<file path="config.mk">
export PLATFORM = sky130hd
export DESIGN_NAME = adc_spi_master
export DESIGN_NICKNAME = d
export VERILOG_FILES = /design/src/rtl/adc_spi_master.sv
export SDC_FILE = /design/constraint.sdc
export NUM_CORES = 1
export LEC_CHECK = 0
export BUFFER_PORTS_ARGS = -buffer_cell sky130_fd_sc_hd__buf_2
export CAP_MARGIN = 15
export CORE_UTILIZATION = 30
export DETAILED_ROUTE_END_ITERATION = 12
export PLACE_DENSITY = 0.5
export SETUP_SLACK_MARGIN = 0.02
export SYNTH_ARGS = -nofsm -noshare
export SYNTH_HDL_FRONTEND = slang
export SYNTH_SLANG_ARGS = --single-unit
</file>
<file path="constraint.sdc">
create_clock -name clk -period 3.05 [get_ports clk]
set_input_delay 0.305 -clock clk [delete_from_list [all_inputs] [get_ports clk]]
set_output_delay 0.305 -clock clk [all_outputs]
set_load 0.1 [all_outputs]
</file>
<file path="src/rtl/adc_spi_master.sv">
// SPI master for a 10-bit MCP300x-style ADC. It runs periodic conversions from an
// internal trigger timer and shifts 16-clock frames.
// Optional build macro ADC_OVERSAMPLE_EN: each trigger runs 4 frames and reports
// the average of the 4 results.
module adc_spi_master #(
  parameter int unsigned CLK_DIV       = 20,
  parameter int unsigned SAMPLE_PERIOD = 40000
) (
  input  logic       clk,
  input  logic       reset,
  input  logic       enable,
  input  logic       channel,
  output logic       adc_cs_n,
  output logic       adc_sck,
  output logic       adc_mosi,
  input  logic       adc_miso,
  output logic [9:0] sample,
  output logic       sample_valid,
  output logic       busy,
  output logic       overrun
);

  localparam int unsigned TMR_W = (SAMPLE_PERIOD > 1) ? $clog2(SAMPLE_PERIOD) : 1;
  localparam int unsigned DIV_W = $clog2(2 * CLK_DIV);

  typedef enum logic [1:0] {IDLE, SETUP, SHIFT, HOLD} state_e;

  state_e             state_q, state_d;
  logic [TMR_W-1:0]   tmr_q, tmr_d;
  logic [DIV_W-1:0]   div_q, div_d;
  logic [3:0]         bit_q, bit_d;
  logic               chan_q, chan_d;
  logic               cs_n_q, cs_n_d;
  logic               sck_q, sck_d;
  logic               mosi_q, mosi_d;
  logic [9:0]         shreg_q, shreg_d;
  logic [9:0]         sample_q, sample_d;
  logic               valid_q, valid_d;
  logic               busy_q, busy_d;
  logic               overrun_q, overrun_d;
  logic               trigger_c;
  logic               half_done_c;
`ifdef ADC_OVERSAMPLE_EN
  logic [1:0]         frame_q, frame_d;
  logic [11:0]        sum_q, sum_d;
  logic [11:0]        sum_nx;
`endif

  // Command bit for frame position idx: 0, start, SGL, ODD=channel, MSBF, then zeros.
  function automatic logic frame_bit(input logic [3:0] idx, input logic ch);
    case (idx)
      4'd1, 4'd2, 4'd4: frame_bit = 1'b1;
      4'd3:             frame_bit = ch;
      default:          frame_bit = 1'b0;
    endcase
  endfunction

  // Trigger timer: free-runs while enabled, fires at the wrap.
  always_comb begin
    trigger_c = enable && (tmr_q == TMR_W'(SAMPLE_PERIOD - 1));
    if (!enable || trigger_c) tmr_d = '0;
    else                      tmr_d = tmr_q + TMR_W'(1);
  end

  // Frame sequencer: next state and all registered outputs.
  always_comb begin
    state_d     = state_q;
    div_d       = div_q;
    bit_d       = bit_q;
    chan_d      = chan_q;
    cs_n_d      = cs_n_q;
    sck_d       = sck_q;
    mosi_d      = mosi_q;
    shreg_d     = shreg_q;
    sample_d    = sample_q;
    valid_d     = 1'b0;
    busy_d      = busy_q;
    overrun_d   = overrun_q;
    half_done_c = (div_q == DIV_W'(CLK_DIV - 1));
`ifdef ADC_OVERSAMPLE_EN
    frame_d     = frame_q;
    sum_d       = sum_q;
    sum_nx      = sum_q + 12'(shreg_q);
`endif

    if (trigger_c && (state_q != IDLE)) overrun_d = 1'b1;

    case (state_q)
      IDLE: begin
        if (trigger_c) begin
          chan_d  = channel;
          cs_n_d  = 1'b0;
          sck_d   = 1'b0;
          mosi_d  = 1'b0;
          div_d   = '0;
          bit_d   = '0;
          busy_d  = 1'b1;
          state_d = SETUP;
`ifdef ADC_OVERSAMPLE_EN
          frame_d = '0;
          sum_d   = '0;
`endif
        end
      end
      SETUP: begin
        if (half_done_c) begin
          div_d   = '0;
          sck_d   = 1'b1;
          shreg_d = {shreg_q[8:0], adc_miso};
          state_d = SHIFT;
        end else begin
          div_d = div_q + DIV_W'(1);
        end
      end
      SHIFT: begin
        if (half_done_c) begin
          div_d = '0;
          if (sck_q) begin
            sck_d = 1'b0;
            if (bit_q == 4'd15) begin
              cs_n_d  = 1'b1;
              mosi_d  = 1'b0;
              state_d = HOLD;
`ifdef ADC_OVERSAMPLE_EN
              frame_d = frame_q + 2'd1;
              sum_d   = sum_nx;
              if (frame_q == 2'd3) begin
                sample_d = 10'(sum_nx >> 2);
                valid_d  = 1'b1;
              end
`else
              sample_d = shreg_q;
              valid_d  = 1'b1;
`endif
            end else begin
              bit_d  = bit_q + 4'd1;
              mosi_d = frame_bit(4'(bit_q + 4'd1), chan_q);
            end
          end else begin
            sck_d   = 1'b1;
            shreg_d = {shreg_q[8:0], adc_miso};
          end
        end else begin
          div_d = div_q + DIV_W'(1);
        end
      end
      HOLD: begin
        if (div_q == DIV_W'(2 * CLK_DIV - 1)) begin
          div_d = '0;
`ifdef ADC_OVERSAMPLE_EN
          if (frame_q != 2'd0) begin
            cs_n_d  = 1'b0;
            mosi_d  = 1'b0;
            bit_d   = '0;
            state_d = SETUP;
          end else begin
            busy_d  = 1'b0;
            state_d = IDLE;
          end
`else
          busy_d  = 1'b0;
          state_d = IDLE;
`endif
        end else begin
          div_d = div_q + DIV_W'(1);
        end
      end
      default: state_d = IDLE;
    endcase
  end

  // State and output registers.
  always_ff @(posedge clk or posedge reset) begin
    if (reset) begin
      state_q   <= IDLE;
      tmr_q     <= '0;
      div_q     <= '0;
      bit_q     <= '0;
      chan_q    <= 1'b0;
      cs_n_q    <= 1'b1;
      sck_q     <= 1'b0;
      mosi_q    <= 1'b0;
      shreg_q   <= '0;
      sample_q  <= '0;
      valid_q   <= 1'b0;
      busy_q    <= 1'b0;
      overrun_q <= 1'b0;
`ifdef ADC_OVERSAMPLE_EN
      frame_q   <= '0;
      sum_q     <= '0;
`endif
    end else begin
      state_q   <= state_d;
      tmr_q     <= tmr_d;
      div_q     <= div_d;
      bit_q     <= bit_d;
      chan_q    <= chan_d;
      cs_n_q    <= cs_n_d;
      sck_q     <= sck_d;
      mosi_q    <= mosi_d;
      shreg_q   <= shreg_d;
      sample_q  <= sample_d;
      valid_q   <= valid_d;
      busy_q    <= busy_d;
      overrun_q <= overrun_d;
`ifdef ADC_OVERSAMPLE_EN
      frame_q   <= frame_d;
      sum_q     <= sum_d;
`endif
    end
  end

  assign adc_cs_n     = cs_n_q;
  assign adc_sck      = sck_q;
  assign adc_mosi     = mosi_q;
  assign sample       = sample_q;
  assign sample_valid = valid_q;
  assign busy         = busy_q;
  assign overrun      = overrun_q;

endmodule

</file>
==> run summary, run 1 <==
status - complete, no violations
minimum clock period - 2356 ps
Worst slew margin - 61.31%
via density per instance - 4.848
crit share post-route - 77.24%
initial antenna violation count - 0
Clock Tree Root - clkbuf_8
port bufs - 20
multi-input logic area - 1237 µm²
top_reg_cell synth - dfrtp_1
adder-cell share of the synthesized area - 5.152%
core footprint - 8678 µm²
WL/cell - 13.25 µm
Fillers - 917
# DRC - 0
Final Wtd Congestion - 0.7589
final setup fails - 0
Final Hold Fails - 0
xor and xnor area share after synthesis - 4.918%
Chip Height - 96.36 µm
Slew Viols, Final - 0
setup_tns - 0 ps
CTS sink count - 55
Core Util, Final - 34.82%
num ports - 21
Area Overhead vs Synth - 13.11%
WP data required - 3250 ps
htree depth - 2
total inserted antenna cells - 0
Peak Freq - 424.5 MHz
vias in the first global route - 1812
unique cell type count in the Yosys netlist - 44
Clock Tree Buf Depth - 2
setup bufs post-CTS - 0
crit-path leading delay family - simple AND/OR/NAND/NOR gates
Reg clk slew, reported paths - 120 ps
crit path max fanout - 9
Starting DRT DRC Count - 92
post-synthesis sequential area ratio - 51.57%
post-synthesis cell area - 2671 µm²
Synth Area in Simple Gates - 16.39%
Initial Util - 30.78%
Gate Count Post-Synth - 247
CP Buf/Inv Count - 0
DIE AREA - 9285 µm²
CTS Hold Bufs - 1
Arr. time, crit path - 2560 ps
nets - 289
largest net degree at the start of global routing - 35
Power Dens Cells - 397.2 nW/µm²
Compound-Gate Fraction of Synth Area - 9.977%
Cell Chain, Critical Path - or4b_1 > or4_4 > o21a_4 > nor3_4 > mux2_1
hold_ws - 214.4 ps
cts bufs inserted - 5
first-pass detailed-route iteration total - 4
Max-Cap Viols - 0
syn_area_per_cell - 10.82 µm²
top cells by area, synth - dfrtp_1, mux2_2, ha_1
main combinational cell family by area after synthesis - simple AND/OR/NAND/NOR gates
chip width - 96.36 µm
final cell area excluding filler cells - 3022 µm²
share of layout cells above drive strength 1 - 22.99%
Reg area - 1378 µm²
Detail Placement HPWL - 3606 µm
total routed wirelength - 5060 µm
GRT Residual Overflow - 0
post-synthesis register bit count - 55
syn nets - 263
Clock Skew - 12.48 ps
worst vdd ir - 243.9 µV
gr usage total - 12.35%
RSZ-0062 raised after global routing - no
CTS tree - done
critical path's slowest cell - or4b_1
FFs w/ async S/R, synth - 100.0%
Worst Tran Pin Value - 575.0 ps
Setup Crit Path Kind - register to register
Worst-Skew Late Latency - 310 ps
DR vias - 1852
area leader, netlist - dfrtp_1
CP startpoint kind - register
CP max stage delay - 510 ps
Yosys top cell area share - 50.59%
number of synthesized flops with an enable pin - 0
LEAKAGE - 1.453 nW
Ys Warns - 0
top post-synthesis cells by count - dfrtp_1, nor2_1, mux2_2
most frequent cell after synthesis - dfrtp_1
first-pass GRT wire length - 8852 µm
mux cell area share after synthesis - 9.649%
DP Area - 2914 µm²
Routed Antenna Nets - 0
critical path capture point type - register
Hold Crit Class - primary input to register
# rows - 34
Resized cells post-CTS - 0
cells in the final DEF (no fill, tap or decap), types with 2 or more instances in the layout:
cell	instances
nand2b_1	2
a21o_1	2
a21oi_1	6
buf_2	20
a31oi_1	6
clkbuf_8	5
nand4_1	3
buf_4	3
a2bb2oi_1	2
xor2_1	6
o21ai_0	14
mux2_2	21
nand2_1	20
nand3_1	12
or2_2	2
xnor2_1	9
dfrtp_1	54
inv_1	10
o211ai_1	2
nor2_1	26
clkinv_4	2
ha_1	11
and3_1	7
nor3_1	4
worst register-to-register path, stage by stage, from the launching register on:
cell and delay [ps]:
dfrtp_1 450, or4b_1 510, or4_4 470, o21a_4 280, nor3_4 200, mux2_1 330
registers in the layout, summed over array words and instances, names as in the netlist:
register,cells
chan_q,1
tmr_q,16
div_q,6
adc_mosi,1
shreg_q,10
state_q,2
sample_valid,1
adc_sck,1
busy,1
bit_q,4
adc_cs_n,1
sample,10
overrun,1
layer usage:
metal	part of all wire, %	global-route usage (%)
met1	49	16.54
met2	47	20.33
met3	2.5	2.212
met4	0.97	3.676
met5	0	0
area by class of cell:
class	instances	share of cell area (%)
clock buffers	5	2.277
well taps	108	4.472
inverters	11	1.366
flip-flops and latches	55	45.59
repair buffers	24	4.389
clock inverters	3	0.9524
multi-input cells	176	40.95
power breakdown:
| part | internal, mW | switching [mW] | total, mW |
|---|---|---|---|
| Combinational | 0.00727 | 0.0206 | 0.0279 |
| Sequential | 0.733 | 0.00380 | 0.737 |
| Clock | 0.171 | 0.265 | 0.436 |
| Total | 0.911 | 0.289 | 1.20 |
path summary, 6_finish.rpt:
path | cells past startpoint | from | slack, ps | end
max | 5 | tmr_q[6] | 690 | state_q[1]
min | 2 | adc_miso | 210 | shreg_q[0]
max reg2reg | 5 | tmr_q[6] | 690 | state_q[1]
min reg2reg | 1 | overrun | 480 | overrun
max in group asynchronous | 4 | reset | 1680 | adc_cs_n
min in group asynchronous | 3 | reset | 530 | sample[0]
through the flow:
step | total power, mW | worst slack (ps) | cells
floorplan | 0.7684 | 781.8 | 247
global placement | 0.7799 | 736.3 | 373
detailed placement | 0.7799 | 712.8 | 373
CTS | 1.213 | 690.1 | 382
global route | 1.247 | 642.5 | 382
finish | 1.200 | 694.3 | 382
cells by family (layout without fill, tap and decap cells):
logic type               after synthesis  in the layout
AND/OR/NAND/NOR                       87             87
flip-flops                            55             55
AO/OA/AOI/OAI                         40             40
multiplexers                          23             23
buffers and inverters                 16             43
XOR/XNOR                              15             15
adder cells (fa/ha/maj)               11             11
(Power assumes the default switching activity.)
==> run 2, diff against run 1 <==
- ABC_AREA: default -> 1
- PLACE_DENSITY: 0.5 -> 0.49
- clock period: 3.05 -> 2.2 ns (I/O delays scaled with it)
==> run summary, run 2 <==
switching power - 0.4129 mW (+43%)
unique cell type count in the Yosys netlist - 34 (-23%)
CP max stage delay - 420 ps (-90 ps)
Worst Tran Pin Value - 502.6 ps (-72.44 ps)
Starting DRT DRC Count - 112 (+22%)
Resized cells post-CTS - 0 (unchanged)
worst vdd ir - 255.1 µV (+4.6%)
reg2reg end - bit_q[2]
Initial Util - 30.93% (+0.14 points)
Clock Skew - 11.54 ps (-0.9400 ps)
Worst Reg-to-Reg Cells - 9 (+4)
most frequent CP cell - nand2_1
# DRC - 0 (unchanged)
CTS Hold Bufs - 1 (unchanged)
htree depth - 2 (unchanged)
Power Dens Cells - 527.2 nW/µm² (+33%)
Most flops, register - tmr_q
post-synthesis cell area - 2844 µm² (+6.5%)
Final Wtd Congestion - 0.7794 (+2.7%)
first-pass GRT wire length - 9867 µm (+11%)
commonest non-fill, non-tap cells in the layout - nand2_1, dfrtp_1, inv_1
status - complete, no violations
Reg clk slew, reported paths - 110 ps (about the same)
initial antenna violation count - 0 (unchanged)
Clock Tree Buf Depth - 2 (unchanged)
Max-Cap Viols - 0 (unchanged)
# rows - 35 (+2.9%)
first-pass detailed-route iteration total - 6 (+2)
port bufs - 20 (unchanged)
CP startpoint kind - register
Clock Tree Root - clkbuf_8
Hold Crit Class - primary input to register
DIE AREA - 9873 µm² (+6.3%)
post-synthesis sequential area ratio - 48.44% (-3.1 points)
minimum clock period - 1846 ps (-510.0 ps)
Chip Height - 99.37 µm (+3.1%)
LEAKAGE - 1.514 nW (+4.2%)
CTS tree - done
Hold Path Stages - 3 (+1)
Worst-Skew Late Latency - 320 ps (about the same)
chip width - 99.37 µm (+3.1%)
share of layout cells above drive strength 1 - 14.75% (-8.2 points)
num ports - 21 (unchanged)
Routed Antenna Nets - 0 (unchanged)
Area Overhead vs Synth - 12.05%
top_reg_cell synth - dfrtp_1
max layer used - met4
Arr. time, crit path - 2050 ps (-510 ps)
number of synthesized flops with an enable pin - 0 (unchanged)
CTS sink count - 55 (unchanged)
crit share post-route - 83.90% (+6.7 points)
setup bufs post-CTS - 0 (unchanged)
crit-path leading delay family - simple AND/OR/NAND/NOR gates
Cell Chain, Critical Path - inv_1 > ha_1 > inv_2 > or2_4 > nand2_1 > nor2_1 > nand3_2 > nand2_1 > nand2_1
RSZ-0062 raised after global routing - no
Yosys top cell area share - 47.51% (-3.1 points)
syn_area_per_cell - 8.220 µm² (-24%)
critical path capture point type - register
R2R setup slack - 350 ps (-340 ps)
Sw Ratio - 24.57% (+0.49 points)
critical path's slowest cell - dfrtp_1
DR WL met3 - 121 µm (-2.4%)
Comb power frac - 2.9% (+0.6 points)
DR vias - 2206 (+19%)
gr usage total - 12.49% (+0.14 points)
commonest non-fill, non-tap cell in the layout - nand2_1
Final Hold Fails - 0 (unchanged)
total routed wirelength - 5547 µm (+9.6%)
Clock power frac - 36.5% (+0.2 points)
worst r2r src - state_q[0]
total inserted antenna cells - 0 (unchanged)
cts bufs inserted - 5 (unchanged)
Setup Crit Path Kind - register to register
sequential share of power - 60.7% (-0.7 points)
final setup fails - 0 (unchanged)
Detail Placement HPWL - 3914 µm (+8.5%)
crit path max fanout - 7 (-2)
syn nets - 362 (+38%)
CP Buf/Inv Count - 2 (+2)
Worst Setup Slack, final - 354.3 ps (-340.0 ps)
GRT Residual Overflow - 0 (unchanged)
vias in the first global route - 2173 (+20%)
top post-synthesis cells by count - nand2_1, dfrtp_1, inv_1
Setup crit start - state_q[0]
most frequent cell after synthesis - nand2_1
Gate Count Post-Synth - 346 (+40%)
Peak Freq - 541.8 MHz (+28%)
WP data required - 2410 ps (-840 ps)
M1 WL - 2805 µm (+13%)
WL/cell - 11.46 µm (-13%)
Ys Warns - 0 (unchanged)
largest net degree at the start of global routing - 56 (+60%)
via density per instance - 4.558 (-6.0%)
nets - 388 (+34%)
area leader, netlist - dfrtp_1
HP Start - adc_miso
setup_tns - 0 ps (unchanged)
Cell Int Power - 1.267 mW (+39%)
FFs w/ async S/R, synth - 100.0% (unchanged)
dpl ws - 389.4 ps (-323.4 ps)
top cells by area, synth - dfrtp_1, nand2_1, inv_1
Worst slew margin - 66.24% (+4.9 points)
core footprint - 9196 µm² (+6.0%)
max FFs per register - 16 (unchanged)
hold path endpoint - shreg_q[0]
Slew Viols, Final - 0 (unchanged)
WL met2 - 2566 µm (+7.2%)
post-synthesis register bit count - 55 (unchanged)
## run 2: changes by cell type in the layout (fill, tap and decap cells not counted), moves of 5 or more
cell / previous run / this run
and3_1: 7 / 1
nand2_1: 20 / 88
mux2_2: 21 / 0
inv_1: 10 / 43
xnor2_1: 9 / 0
nor2_1: 26 / 38
o21ai_1: 0 / 9
a31oi_1: 6 / 1
nor2_2: 0 / 6
nand4_1: 3 / 12
## run 2: worst max-delay path by stage
stage / to / slack (ps) / depth (start not counted)
after floorplan: bit_q[0] / 350 / 6
after global placement: shreg_q[0] / 470 / 9
after detailed placement: shreg_q[0] / 390 / 9
after CTS: bit_q[2] / 350 / 9
after global routing: bit_q[0] / 170 / 9
final: bit_q[2] / 350 / 9
## run 2: tightest hold or removal path, cell delays in order
cell	delay (ps)
buf_2	80
nor2_2	40
a21oi_2	80
## run 2: logic make-up after synthesis
logic type / Yosys count / share of synthesized area (%)
compound gates: 42 / 8.315
simple gates: 175 / 27.59
xor+xnor: 9 / 2.772
flops: 55 / 48.44
fa+ha+maj: 11 / 4.839
buf+inv: 54 / 8.051
## run 2: routing by layer
layer | global-route usage [%] | vias up
met1 | 16.93 | 1026
li1 | - | 1149
met2 | 20.30 | 26
met3 | 2.319 | 5
met5 | 0 | -
met4 | 3.846 | 0
## run 2: layout make-up
type                            instances  area [µm²]
Clock buffer                            5       68.82
Clock inverter                          3       27.53
Fill cell                             961        6010
Inverter                               47       176.4
Multi-Input combinational cell        237        1237
Sequential cell                        55        1378
Tap cell                              111       138.9
Timing Repair Buffer                   26       160.2
## run 2: stage by stage
step | total power, mW | std cells | utilization (%) | area (µm²) | hold slack (ps)
floorplan | 1.067 | 346 | - | 2844 | 352.6
CTS | 1.715 | 484 | 34.65 | 3187 | 135.9
global placement | 1.088 | 475 | 33.50 | 3080 | 303.0
global route | 1.761 | 484 | 34.65 | 3187 | 153.1
finish | 1.680 | 484 | 34.65 | 3187 | 145.7
detailed placement | 1.088 | 475 | 33.50 | 3080 | 302.4
## run 2: power groups by stage
stage	registers, mW	clock network, mW	logic [mW]
final	1.02	0.613	0.0481
after global routing	1.02	0.684	0.0566
after CTS	1.02	0.645	0.0511
after detailed placement	1.04	0	0.0491
after global placement	1.04	0	0.0493
after floorplan	1.04	0	0.0284
==> run 3, diff against run 2 <==
- ABC_AREA: 1 -> 0
- PLACE_DENSITY: 0.49 -> 0.5
- clock period: 2.2 -> 1.95 ns (I/O delays scaled with it)
==> run summary, run 3 (synthesis results as in run 1) <==
DIE AREA - 9285 µm² (-6.0%)
gr usage total - 13.11% (+0.62 points)
LEAKAGE - 1.693 nW (+12%)
Setup Crit Path Kind - register to register
Peak Freq - 448.6 MHz (-17%)
Arr. time, crit path - 2440 ps (+390 ps)
core footprint - 8678 µm² (-5.6%)
htree depth - 2 (unchanged)
Initial Util - 30.78% (-0.14 points)
max FFs per register - 16 (unchanged)
CTS tree - done
Core Util, Final - 40.38% (+5.7 points)
Worst slew margin - 67.43% (+1.2 points)
Starting DRT DRC Count - 56 (-50%)
Clock Skew - 10.74 ps (-0.7999 ps)
via density per instance - 4.758 (+4.4%)
CP max stage delay - 510 ps (+90 ps)
DR vias - 2008 (-9.0%)
share of layout cells above drive strength 1 - 35.99% (+21 points)
Worst-Skew Late Latency - 320 ps (about the same)
RSZ-0062 raised after global routing - yes
HP Start - adc_miso
GRT Residual Overflow - 0 (unchanged)
CTS sink count - 55 (unchanged)
num ports - 21 (unchanged)
crit-path leading delay family - simple AND/OR/NAND/NOR gates
Most flops, register - tmr_q
CP startpoint kind - register
minimum clock period - 2229 ps (+383.3 ps)
final setup fails - 32 (+32)
Clock Tree Buf Depth - 2 (unchanged)
WL/cell - 13.54 µm (+18%)
critical path capture point type - register
worst vdd ir - 300.1 µV (+18%)
Cell Chain, Critical Path - or4b_1 > or4_4 > o21a_4 > nor3_4 > mux2_4
# rows - 34 (-2.9%)
WP data required - 2160 ps (-250 ps)
first-pass detailed-route iteration total - 4 (-2)
Worst Setup Slack, final - -279.0 ps (-633.3 ps)
Power Dens Cells - 539.6 nW/µm² (+2.4%)
status - finished, violations left
Setup crit start - tmr_q[14]
Clock Tree Root - clkbuf_8
Routed Antenna Nets - 0 (unchanged)
crit path max fanout - 4 (-3)
Chip Height - 96.36 µm (-3.0%)
Final Hold Fails - 0 (unchanged)
Post-Place Cells - 406 (-15%)
port bufs - 20 (unchanged)
Slew Viols, Final - 0 (unchanged)
# DRC - 0 (unchanged)
failing checks - negative setup slack
first-pass GRT wire length - 9280 µm (-5.9%)
chip width - 96.36 µm (-3.0%)
total inserted antenna cells - 0 (unchanged)
vias in the first global route - 1944 (-11%)
worst r2r src - tmr_q[14]
post-route insts no fill - 422 (-13%)
crit share post-route - 114.3% (+30 points)
largest net degree at the start of global routing - 24 (-57%)
commonest non-fill, non-tap cell in the layout - dfrtp_1
Worst Tran Pin Value - 487.8 ps (-14.74 ps)
nets - 329 (-15%)
initial antenna violation count - 0 (unchanged)
dpl ws - -273.2 ps (-662.6 ps)
Detail Placement HPWL - 4005 µm (+2.3%)
Hold Crit Class - primary input to register
Final Wtd Congestion - 0.7440 (-4.5%)
critical path's slowest cell - or4b_1
cts bufs inserted - 5 (unchanged)
Max-Cap Viols - 0 (unchanged)
Reg clk slew, reported paths - 110 ps (about the same)
Area Overhead vs Synth - 31.19%
total routed wirelength - 5715 µm (+3.0%)
CP Buf/Inv Count - 0 (-2)
commonest non-fill, non-tap cells in the layout - dfrtp_1, buf_4, nor2_1
run 3: cell count changes in the layout (fill, tap and decap cells not counted), moves of 4 or more:
cell,before,now
a31oi_1,1,6
and3_1,1,7
buf_4,4,35
buf_6,0,7
inv_1,43,10
mux2_2,0,4
mux2_4,0,18
nand2_1,88,19
nand4_1,12,3
nor2_1,38,25
nor2_2,6,0
o21ai_0,17,9
o21ai_1,9,3
xnor2_1,0,9
run 3: metal layers:
layer / GRT usage [%] / routed length [µm] / vias up
li1: - / - / 994
met1: 18.16 / 2800 / 973
met2: 20.86 / 2695 / 35
met3: 2.449 / 171 / 6
met4: 3.676 / 48 / 0
met5: 0 / 0 / -
run 3: metrics by stage:
stage	instance area (µm²)	hold WS, ps	setup TNS (ps)	power [mW]
after floorplan	2730	323.6	-1891	1.204
after global placement	3217	247.3	-3888	1.233
after detailed placement	3217	241.8	-4060	1.233
after CTS	3362	93.93	-3191	1.926
after global routing	3505	97.38	-5874	1.965
final	3505	104.0	-3221	1.891
run 3: cell type report:
type / instances / area, µm²
Inverter: 11 / 41.29
Multi-Input combinational cell: 176 / 1380
Fill cell: 867 / 5174
Clock inverter: 3 / 28.78
Sequential cell: 55 / 1379
Timing Repair Buffer: 64 / 471.7
Tap cell: 108 / 135.1
Clock buffer: 5 / 68.82
run 3: what timing repair did:
item / 4_1_cts / 5_1_grt
gates resized for setup: 7 / 30
setup endpoints to repair: 34 / 53
hold endpoints to repair: 20 / 0
hold buffers: 1 / 0
pin swaps: 5 / 11
setup buffers: 1 / 5
gates cloned: 1 / 0
run 3: path summary, 6_finish.rpt:
check | endpoint | slack (ps) | cells past startpoint
worst max-delay path | state_q[1] | -280 | 5
worst min-delay path | shreg_q[0] | 100 | 2
worst max register to register | state_q[1] | -280 | 5
worst min register to register | overrun | 460 | 1
max in group asynchronous | adc_sck | 820 | 4
min in group asynchronous | shreg_q[0] | 430 | 3
run 3: power breakdown:
part,total (mW),internal [mW],switching [mW]
Sequential,1.15,1.15,0.00440
Clock,0.680,0.267,0.413
Combinational,0.0602,0.0226,0.0376
